**config.mk**
```make
export PLATFORM = sky130hd
export DESIGN_NAME = pipelined_alu_flat
export DESIGN_NICKNAME = d
export VERILOG_FILES = /design/src/rtl/pipelined_alu_if.sv /design/src/rtl/pipelined_alu.sv /design/src/flat_wrapper.sv
export SDC_FILE = /design/constraint.sdc
export NUM_CORES = 1
export LEC_CHECK = 0
export BUFFER_PORTS_ARGS = -buffer_cell sky130_fd_sc_hd__buf_2
export CORE_MARGIN = 2
export CORE_UTILIZATION = 51
export DETAILED_ROUTE_END_ITERATION = 10
export PLACE_DENSITY_LB_ADDON = 0.15
export SYNTH_ARGS = -nofsm -noshare
export SYNTH_HDL_FRONTEND = slang
export SYNTH_SLANG_ARGS = --single-unit
```
**constraint.sdc**
```tcl
create_clock -name clk -period 2.6 [get_ports clk]
set_input_delay 0.52 -clock clk [delete_from_list [all_inputs] [get_ports clk]]
set_output_delay 0.52 -clock clk [all_outputs]
set_load 0.005 [all_outputs]
```
**src/rtl/pipelined_alu_if.sv**
```systemverilog
// rtl/pipelined_alu_if.sv - operand/result handshake bundle for pipelined_alu
// Purpose: groups the input handshake, operands, result handshake and status
//          outputs of pipelined_alu into one interface.
// Ports (signals):
//   io_in_valid/io_in_ready    - operand/opcode handshake
//   io_a, io_b, io_opcode      - operands and operation select
//   io_out_valid/io_out_ready  - result handshake
//   io_out, io_carry, io_zero  - registered result and flags
//   io_acc, io_count           - accumulator value and accepted-transaction count
// Modports: master = requester side, slave = ALU side.
interface pipelined_alu_if #(
    parameter int W = 8
);
    logic           io_in_valid;
    logic           io_in_ready;
    logic [W-1:0]   io_a;
    logic [W-1:0]   io_b;
    logic [2:0]     io_opcode;
    logic           io_out_valid;
    logic           io_out_ready;
    logic [W-1:0]   io_out;
    logic           io_carry;
    logic           io_zero;
    logic [W-1:0]   io_acc;
    logic [15:0]    io_count;

    modport master (
        output io_in_valid, io_a, io_b, io_opcode, io_out_ready,
        input  io_in_ready, io_out_valid, io_out, io_carry, io_zero, io_acc, io_count
    );

    modport slave (
        input  io_in_valid, io_a, io_b, io_opcode, io_out_ready,
        output io_in_ready, io_out_valid, io_out, io_carry, io_zero, io_acc, io_count
    );
endinterface

```
**src/rtl/pipelined_alu.sv**
```systemverilog
// rtl/pipelined_alu.sv - single-stage ALU with valid/ready handshake and accumulator
// Purpose: accepts one operand/opcode transaction per cycle, returns the result,
//          carry and zero flags one cycle later from a single result register.
// Ports:
//   clk   - clock, all state on rising edge
//   reset - synchronous, active-high
//   bus   - pipelined_alu_if.slave (handshakes, operands, result, acc, count)
module pipelined_alu #(
    parameter int             W        = 8,
    parameter logic [W-1:0]   ACC_INIT = W'(8'hAB)
) (
    input  logic              clk,
    input  logic              reset,
    pipelined_alu_if.slave    bus
);
    localparam logic [2:0] OP_ADD  = 3'd0;
    localparam logic [2:0] OP_SUB  = 3'd1;
    localparam logic [2:0] OP_PASA = 3'd2;
    localparam logic [2:0] OP_PASB = 3'd3;
    localparam logic [2:0] OP_AND  = 3'd4;
    localparam logic [2:0] OP_OR   = 3'd5;
    localparam logic [2:0] OP_XOR  = 3'd6;
    localparam logic [2:0] OP_ACC  = 3'd7;

    logic           r_out_valid;
    logic [W-1:0]   r_out;
    logic           r_carry;
    logic           r_zero;
    logic [W-1:0]   r_acc;
    logic [15:0]    r_count;

    logic           w_in_ready;
    logic           w_accept;
    logic           w_fire;
    logic [W:0]     w_sum;
    logic [W:0]     w_diff;
    logic [W:0]     w_acc_sum;
    logic [W-1:0]   w_result;
    logic           w_carry;

    // One result register, no skid: a new transaction can enter only when the
    // register is empty or is being drained in this same cycle.
    assign w_in_ready = !r_out_valid || bus.io_out_ready;
    assign w_accept   = bus.io_in_valid && w_in_ready;
    assign w_fire     = r_out_valid && bus.io_out_ready;

    // Widened by one bit so bit W is the carry (ADD/ACC) or the borrow (SUB).
    assign w_sum     = {1'b0, bus.io_a} + {1'b0, bus.io_b};
    assign w_diff    = {1'b0, bus.io_a} - {1'b0, bus.io_b};
    assign w_acc_sum = {1'b0, r_acc}    + {1'b0, bus.io_a};

    always_comb begin
        w_result = '0;
        w_carry  = 1'b0;
        case (bus.io_opcode)
            OP_ADD:  begin w_result = w_sum[W-1:0];     w_carry = w_sum[W];     end
            OP_SUB:  begin w_result = w_diff[W-1:0];    w_carry = w_diff[W];    end
            OP_PASA: w_result = bus.io_a;
            OP_PASB: w_result = bus.io_b;
            OP_AND:  w_result = bus.io_a & bus.io_b;
            OP_OR:   w_result = bus.io_a | bus.io_b;
            OP_XOR:  w_result = bus.io_a ^ bus.io_b;
            OP_ACC:  begin w_result = w_acc_sum[W-1:0]; w_carry = w_acc_sum[W]; end
            default: begin w_result = '0;               w_carry = 1'b0;         end
        endcase
    end

    always_ff @(posedge clk) begin
        if (reset) begin
            r_out_valid <= 1'b0;
            r_out       <= '0;
            r_carry     <= 1'b0;
            r_zero      <= 1'b0;
            r_acc       <= ACC_INIT;
            r_count     <= 16'h0000;
        end else if (w_accept) begin
            // Covers simultaneous fire too: valid stays high with the new result.
            r_out_valid <= 1'b1;
            r_out       <= w_result;
            r_carry     <= w_carry;
            r_zero      <= (w_result == '0);
            r_count     <= r_count + 16'd1;
            if (bus.io_opcode == OP_ACC) begin
                r_acc <= w_acc_sum[W-1:0];
            end
        end else if (w_fire) begin
            r_out_valid <= 1'b0;
        end
    end

    assign bus.io_in_ready  = w_in_ready;
    assign bus.io_out_valid = r_out_valid;
    assign bus.io_out       = r_out;
    assign bus.io_carry     = r_carry;
    assign bus.io_zero      = r_zero;
    assign bus.io_acc       = r_acc;
    assign bus.io_count     = r_count;
endmodule
```
**src/flat_wrapper.sv**
```systemverilog
// flat-port wrapper written by rule: the top's interface ports become plain ports
module pipelined_alu_flat 
#(
    parameter int             W        = 8,
    parameter logic [W-1:0]   ACC_INIT = W'(8'hAB)
)
  (clk, reset, bus_io_in_valid, bus_io_a, bus_io_b, bus_io_opcode, bus_io_out_ready, bus_io_in_ready, bus_io_out_valid, bus_io_out, bus_io_carry, bus_io_zero, bus_io_acc, bus_io_count);
  pipelined_alu_if #(.W(W)) bus_i ();
  input  logic clk;
  input  logic reset;
  input wire logic [$bits(bus_i.io_in_valid)-1:0] bus_io_in_valid;
  input wire logic [$bits(bus_i.io_a)-1:0] bus_io_a;
  input wire logic [$bits(bus_i.io_b)-1:0] bus_io_b;
  input wire logic [$bits(bus_i.io_opcode)-1:0] bus_io_opcode;
  input wire logic [$bits(bus_i.io_out_ready)-1:0] bus_io_out_ready;
  output wire logic [$bits(bus_i.io_in_ready)-1:0] bus_io_in_ready;
  output wire logic [$bits(bus_i.io_out_valid)-1:0] bus_io_out_valid;
  output wire logic [$bits(bus_i.io_out)-1:0] bus_io_out;
  output wire logic [$bits(bus_i.io_carry)-1:0] bus_io_carry;
  output wire logic [$bits(bus_i.io_zero)-1:0] bus_io_zero;
  output wire logic [$bits(bus_i.io_acc)-1:0] bus_io_acc;
  output wire logic [$bits(bus_i.io_count)-1:0] bus_io_count;
  assign bus_i.io_in_valid = bus_io_in_valid;
  assign bus_i.io_a = bus_io_a;
  assign bus_i.io_b = bus_io_b;
  assign bus_i.io_opcode = bus_io_opcode;
  assign bus_i.io_out_ready = bus_io_out_ready;
  assign bus_io_in_ready = bus_i.io_in_ready;
  assign bus_io_out_valid = bus_i.io_out_valid;
  assign bus_io_out = bus_i.io_out;
  assign bus_io_carry = bus_i.io_carry;
  assign bus_io_zero = bus_i.io_zero;
  assign bus_io_acc = bus_i.io_acc;
  assign bus_io_count = bus_i.io_count;
  pipelined_alu #(.W(W), .ACC_INIT(ACC_INIT)) u_core (.clk(clk), .reset(reset), .bus(bus_i));
endmodule
```
**After elaboration in Yosys (flattened, before gate mapping)**

Index checks and enable logic that the tools add are counted.

- Flip-flop bits (word level): 35
- Input bits: 23
- Output and inout bits: 36

- $add $sub $neg: 4
- Equality and inequality tests: 7
- Mux-type cells: 4
- Bitwise logic cells: 3
- Reduce and logical (&&, ||, !) cells: 8

Operators with widths:

| kind | number |
|---|---|
| 8-bit case mux with 8 select lines | 1 |
| 8-bit by 8-bit adder with 9-bit output | 2 |
| 16-bit by 1-bit adder with 16-bit output, second input constant | 1 |
| 3-bit == test, second input constant | 4 |
| 8-bit by 8-bit subtractor with 9-bit output | 1 |
| 8-bit bitwise AND | 1 |
| 8-bit logical NOT | 1 |
| 8-bit OR | 1 |
| 8-bit bitwise XOR | 1 |
| 3-bit by 2-bit == test with 1-bit output, second input constant | 2 |
| 3-bit by 1-bit == test with 1-bit output, second input constant | 1 |
| 3-bit logical NOT | 1 |
| 1-bit case mux with 3 select lines | 1 |
| 1-bit logical AND | 2 |
| 1-bit two-way mux | 2 |
| 2-bit AND reduction | 1 |
| 2-bit nonzero test | 1 |
| 1-bit logical NOT | 1 |
| 1-bit logical OR | 1 |

**Logic depth before layout (Yosys ltp)**

- Depth after elaboration: 4
- Depth in mapped cells: 11

**Worst setup path before layout**

OpenSTA, ideal clock, no wires.

- Kind: input -> register
- Start point: input port bus_io_b[1]
- End point: register u_core.r_out[5] (netlist: u_core.bus.io_out[5])
- Library setup time: 67 ps
- Data arrival time: 2,482 ps
- Data required time: 2,533 ps
- Path slack: 51 ps
- Stages on the path: 9
- Buffers on the path: 0
- Path through: inv_1 > ha_1 > o21ba_2 > or4_4 > nand4_1 > a21oi_1 > o32a_1 > or3_1 > a21oi_2

- Cells in the longest elaborated chain, start to end: 2

Ends and longest elaborated chain:

| element | RTL line | source |
|---|---|---|
| start, declared | flat_wrapper.sv:13 | `input wire logic [$bits(bus_i.io_b)-1:0] bus_io_b;` |
| 8-bit by 8-bit subtractor with 9-bit output / 8-bit by 8-bit adder with 9-bit output (equally long branches) | pipelined_alu.sv:49, pipelined_alu.sv:48 |  |
| 8-bit case mux with 8 select lines (*) | pipelined_alu.sv:55 | `case (bus.io_opcode)` |
| end signal, assigned | pipelined_alu.sv:79 | `r_out <= w_result;` |
| end, declared | pipelined_alu.sv:26 | `logic [W-1:0] r_out;` |

Mark *: on every way between the ends. The rest lies on a longest branch, timed or not.
A chain may end at the register's enable or synchronous reset.

**Worst setup path after layout**

- Start point: input port bus_io_a[0]
- End point: register u_core.r_zero (netlist: u_core.bus.io_zero)

- Cells in the longest elaborated chain, start to end: 3

Ends and longest elaborated chain:

| element | RTL line | source |
|---|---|---|
| start, declared | flat_wrapper.sv:12 | `input wire logic [$bits(bus_i.io_a)-1:0] bus_io_a;` |
| 8-bit by 8-bit adder with 9-bit output (tied with other cells) | pipelined_alu.sv:50 | `assign w_acc_sum = {1'b0, r_acc} + {1'b0, bus.io_a};` |
| 8-bit case mux with 8 select lines (*) | pipelined_alu.sv:55 |  |
| 8-bit logical NOT (*) | pipelined_alu.sv:81 | `r_zero <= (w_result == '0);` |
| end signal, assigned | pipelined_alu.sv:81 |  |
| end, declared | pipelined_alu.sv:28 | `logic r_zero;` |

Marked as above.

==> qor.yml <==
min_period_ns: 2.50
ys.flop_type: "dfxtp_1"
die_area_mm2: 0.00666
yosys.area.top_type: "dfxtp_1"
finalCritPeriodShare_pct: 96.3
dpl.hpwl_mm: 6.65
ys_seq_area_share_pct: 22.8
synth_top_area_share_pct: 22.8
cts_tree: "yes"
rows: 28
outcome: "completed"
yosysWarningCount: 0
clock_latency_ns: 0.30
vias: 3129
die_w_um: 81.6
portBuffers: 58
critPathRequiredTime_ns: 2.79
routed_wl_mm: 8.49
fin_hold_ws_ns: 0.470
core_area_mm2: 0.00589
arrival_ns: 2.69
dr.pass1.iters: 4
cts_buffers: 5
antennaDiodeCount: 0
maxSlewHeadroom_pct: 56.0
path_clk_slew_ns: 0.07
maxCapViolCount: 0
setup_viol: 0
drive_gt1_share_pct: 26.6
final_antenna_net_count: 0
syn_nets: 453
worstHoldPathCells: 2
p_per_area_mw_per_mm2: 412
antenna_found_initial: 0
grt_pass1_vias: 2879
mostFrequentLayoutCells: "buf_2, buf_4, nor2_1, dfxtp_1, ha_1"
slew_viol_final: 0
layout_commonest_cell: "buf_2"
synth_edf_count: 0
die_y_um: 81.6
cp-end-kind: "flip-flop"
synthCells: 394
cts.sinks: 35
grt_usage_pct: 26.0
syn_area_mm2: 0.00307
vdd_drop_max_uv: 378
grt_pass1_wl_mm: 13.4
p_leak_nw: 1.81
yosysUniqueCellTypes: 63
start_util_pct: 52.2
grt_max_degree: 37
multiInputGateArea_mm2: 0.00218
first_iter_violations: 165
viasPerCell: 5.52
hold_buffers: 0
nNetsFinal: 550
ff2ff_path_depth: 10
htree_num_levels: 2
synthTopCellsByArea: "dfxtp_1, ha_1, nor2_1"
cts-root-buf: "clkbuf_8"
drc: 0
gp_congestion: 0.889
syn_area_per_cell_um2: 7.79
fillers: 528
critPathMaxFanout: 4
max_freq_mhz: 399
setup_tns_ns: 0
seqCellArea_um2: 701
tightest_slew_ns: 0.660
routedWlPerCell_um: 15.0
async_reset_ff_share_pct: 0
clock-skew-final_ns: 0.00470
hold_path.class: "reg2reg"
worstSetupStartpointType: "input port"
timing_hold_violations_final: 0
io_pins: 59
clk_path_buf_depth: 2
synthToLayoutAreaGrowth_pct: 26.5
critPathKind: "in2reg"
overflow: 0
ys_seq_elements: 35
## worst max-delay path, stage by stage
cell      delay, ns
buf_2          0.12
ha_1           0.23
inv_1          0.07
fa_1           0.41
nor2b_1        0.12
o21ai_0        0.11
a21boi_1       0.24
mux2i_1        0.10
a311oi_1       0.28
buf_4          0.18
a211oi_1       0.06
a41o_1         0.24
## stage by stage
stage	instances	utilization, %	instance area, µm²	total power [mW]	setup slack [ns]
3_5_place_dp	559	63.7	3750	1.10	-0.309
3_3_place_gp	559	63.7	3750	1.10	-0.268
4_1_cts	567	65.7	3860	1.60	0.00892
5_1_grt	567	66.0	3880	1.69	-0.0345
6_report	567	66.0	3880	1.60	0.0963
2_1_floorplan	394	-	3070	0.896	0.0508
## report_power, final
group	internal, mW	switching (mW)
clock network	0.285	0.210
registers	0.557	0.0148
logic	0.255	0.279
## layout make-up
| cell class | count | area share [%] |
|---|---|---|
| Clock buffer | 5 | 1.77 |
| Tap cell | 75 | 2.42 |
| Multi-Input combinational cell | 309 | 56.1 |
| Inverter | 29 | 2.80 |
| Timing Repair Buffer | 111 | 17.7 |
| Clock inverter | 3 | 1.13 |
| Sequential cell | 35 | 18.0 |
## sequential cells by signal (all words and copies together), names as in the netlist
signal,cells
u_core.bus.io_carry,1
u_core.bus.io_zero,1
u_core.bus.io_out_valid,1
u_core.bus.io_acc,8
u_core.bus.io_out,8
u_core.bus.io_count,16
## path summary, 6_finish.rpt
check | from | end | slack (ns)
min reg2reg | u_core.bus.io_out[2]$_SDFFE_PP0P_ | u_core.bus.io_out[2]$_SDFFE_PP0P_ | 0.47
min | u_core.bus.io_out[2]$_SDFFE_PP0P_ | u_core.bus.io_out[2]$_SDFFE_PP0P_ | 0.47
max reg2reg | u_core.bus.io_acc[0]$_SDFFE_PP1P_ | u_core.bus.io_zero$_SDFFE_PP0P_ | 0.12
max | bus_io_a[0] | u_core.bus.io_zero$_SDFFE_PP0P_ | 0.1
## layer usage
layer,share of wire (%),track usage (%),wire length [µm],vias up
met4,1.2,4.83,100,0
met2,47,45.2,4000,61
li1,-,-,-,1597
met5,0,0,0,-
met3,3.7,3.74,317,11
met1,48,34.4,4070,1460
## repair_timing
action                     4_1_cts  5_1_grt
pin swaps                        0        1
gates resized for setup          1        7
buffers inserted                 0        0
setup endpoints to repair        1        4
## cells in the mapped netlist, drive strengths merged (5+ instances only)
library cell,n
nor2b,9
inv,29
nand2,23
nand4,5
or3,9
clkbuf,9
nor2,49
xor2,11
mux2i,8
o21ai,21
a21oi,30
ha,33
xnor2,7
buf,12
o21a,7
nand3,6
nor3,7
dfxtp,35
a211oi,9
## cell families (layout without fill, tap and decap cells)
family                     after synthesis  count (layout)  synth area share [%]
xor gates and xnor gates                18              18                  5.13
adders and majority gates               36              36                  15.4
and+or+nand+nor                        133             133                  21.6
DFF                                     35              35                  22.8
buffers and inverters                   50             148                  6.97
AOI/OAI and AO/OA                      113             113                  25.1
muxes                                    9               9                  2.97
No activity file was read; power rests on OpenSTA's default activity.
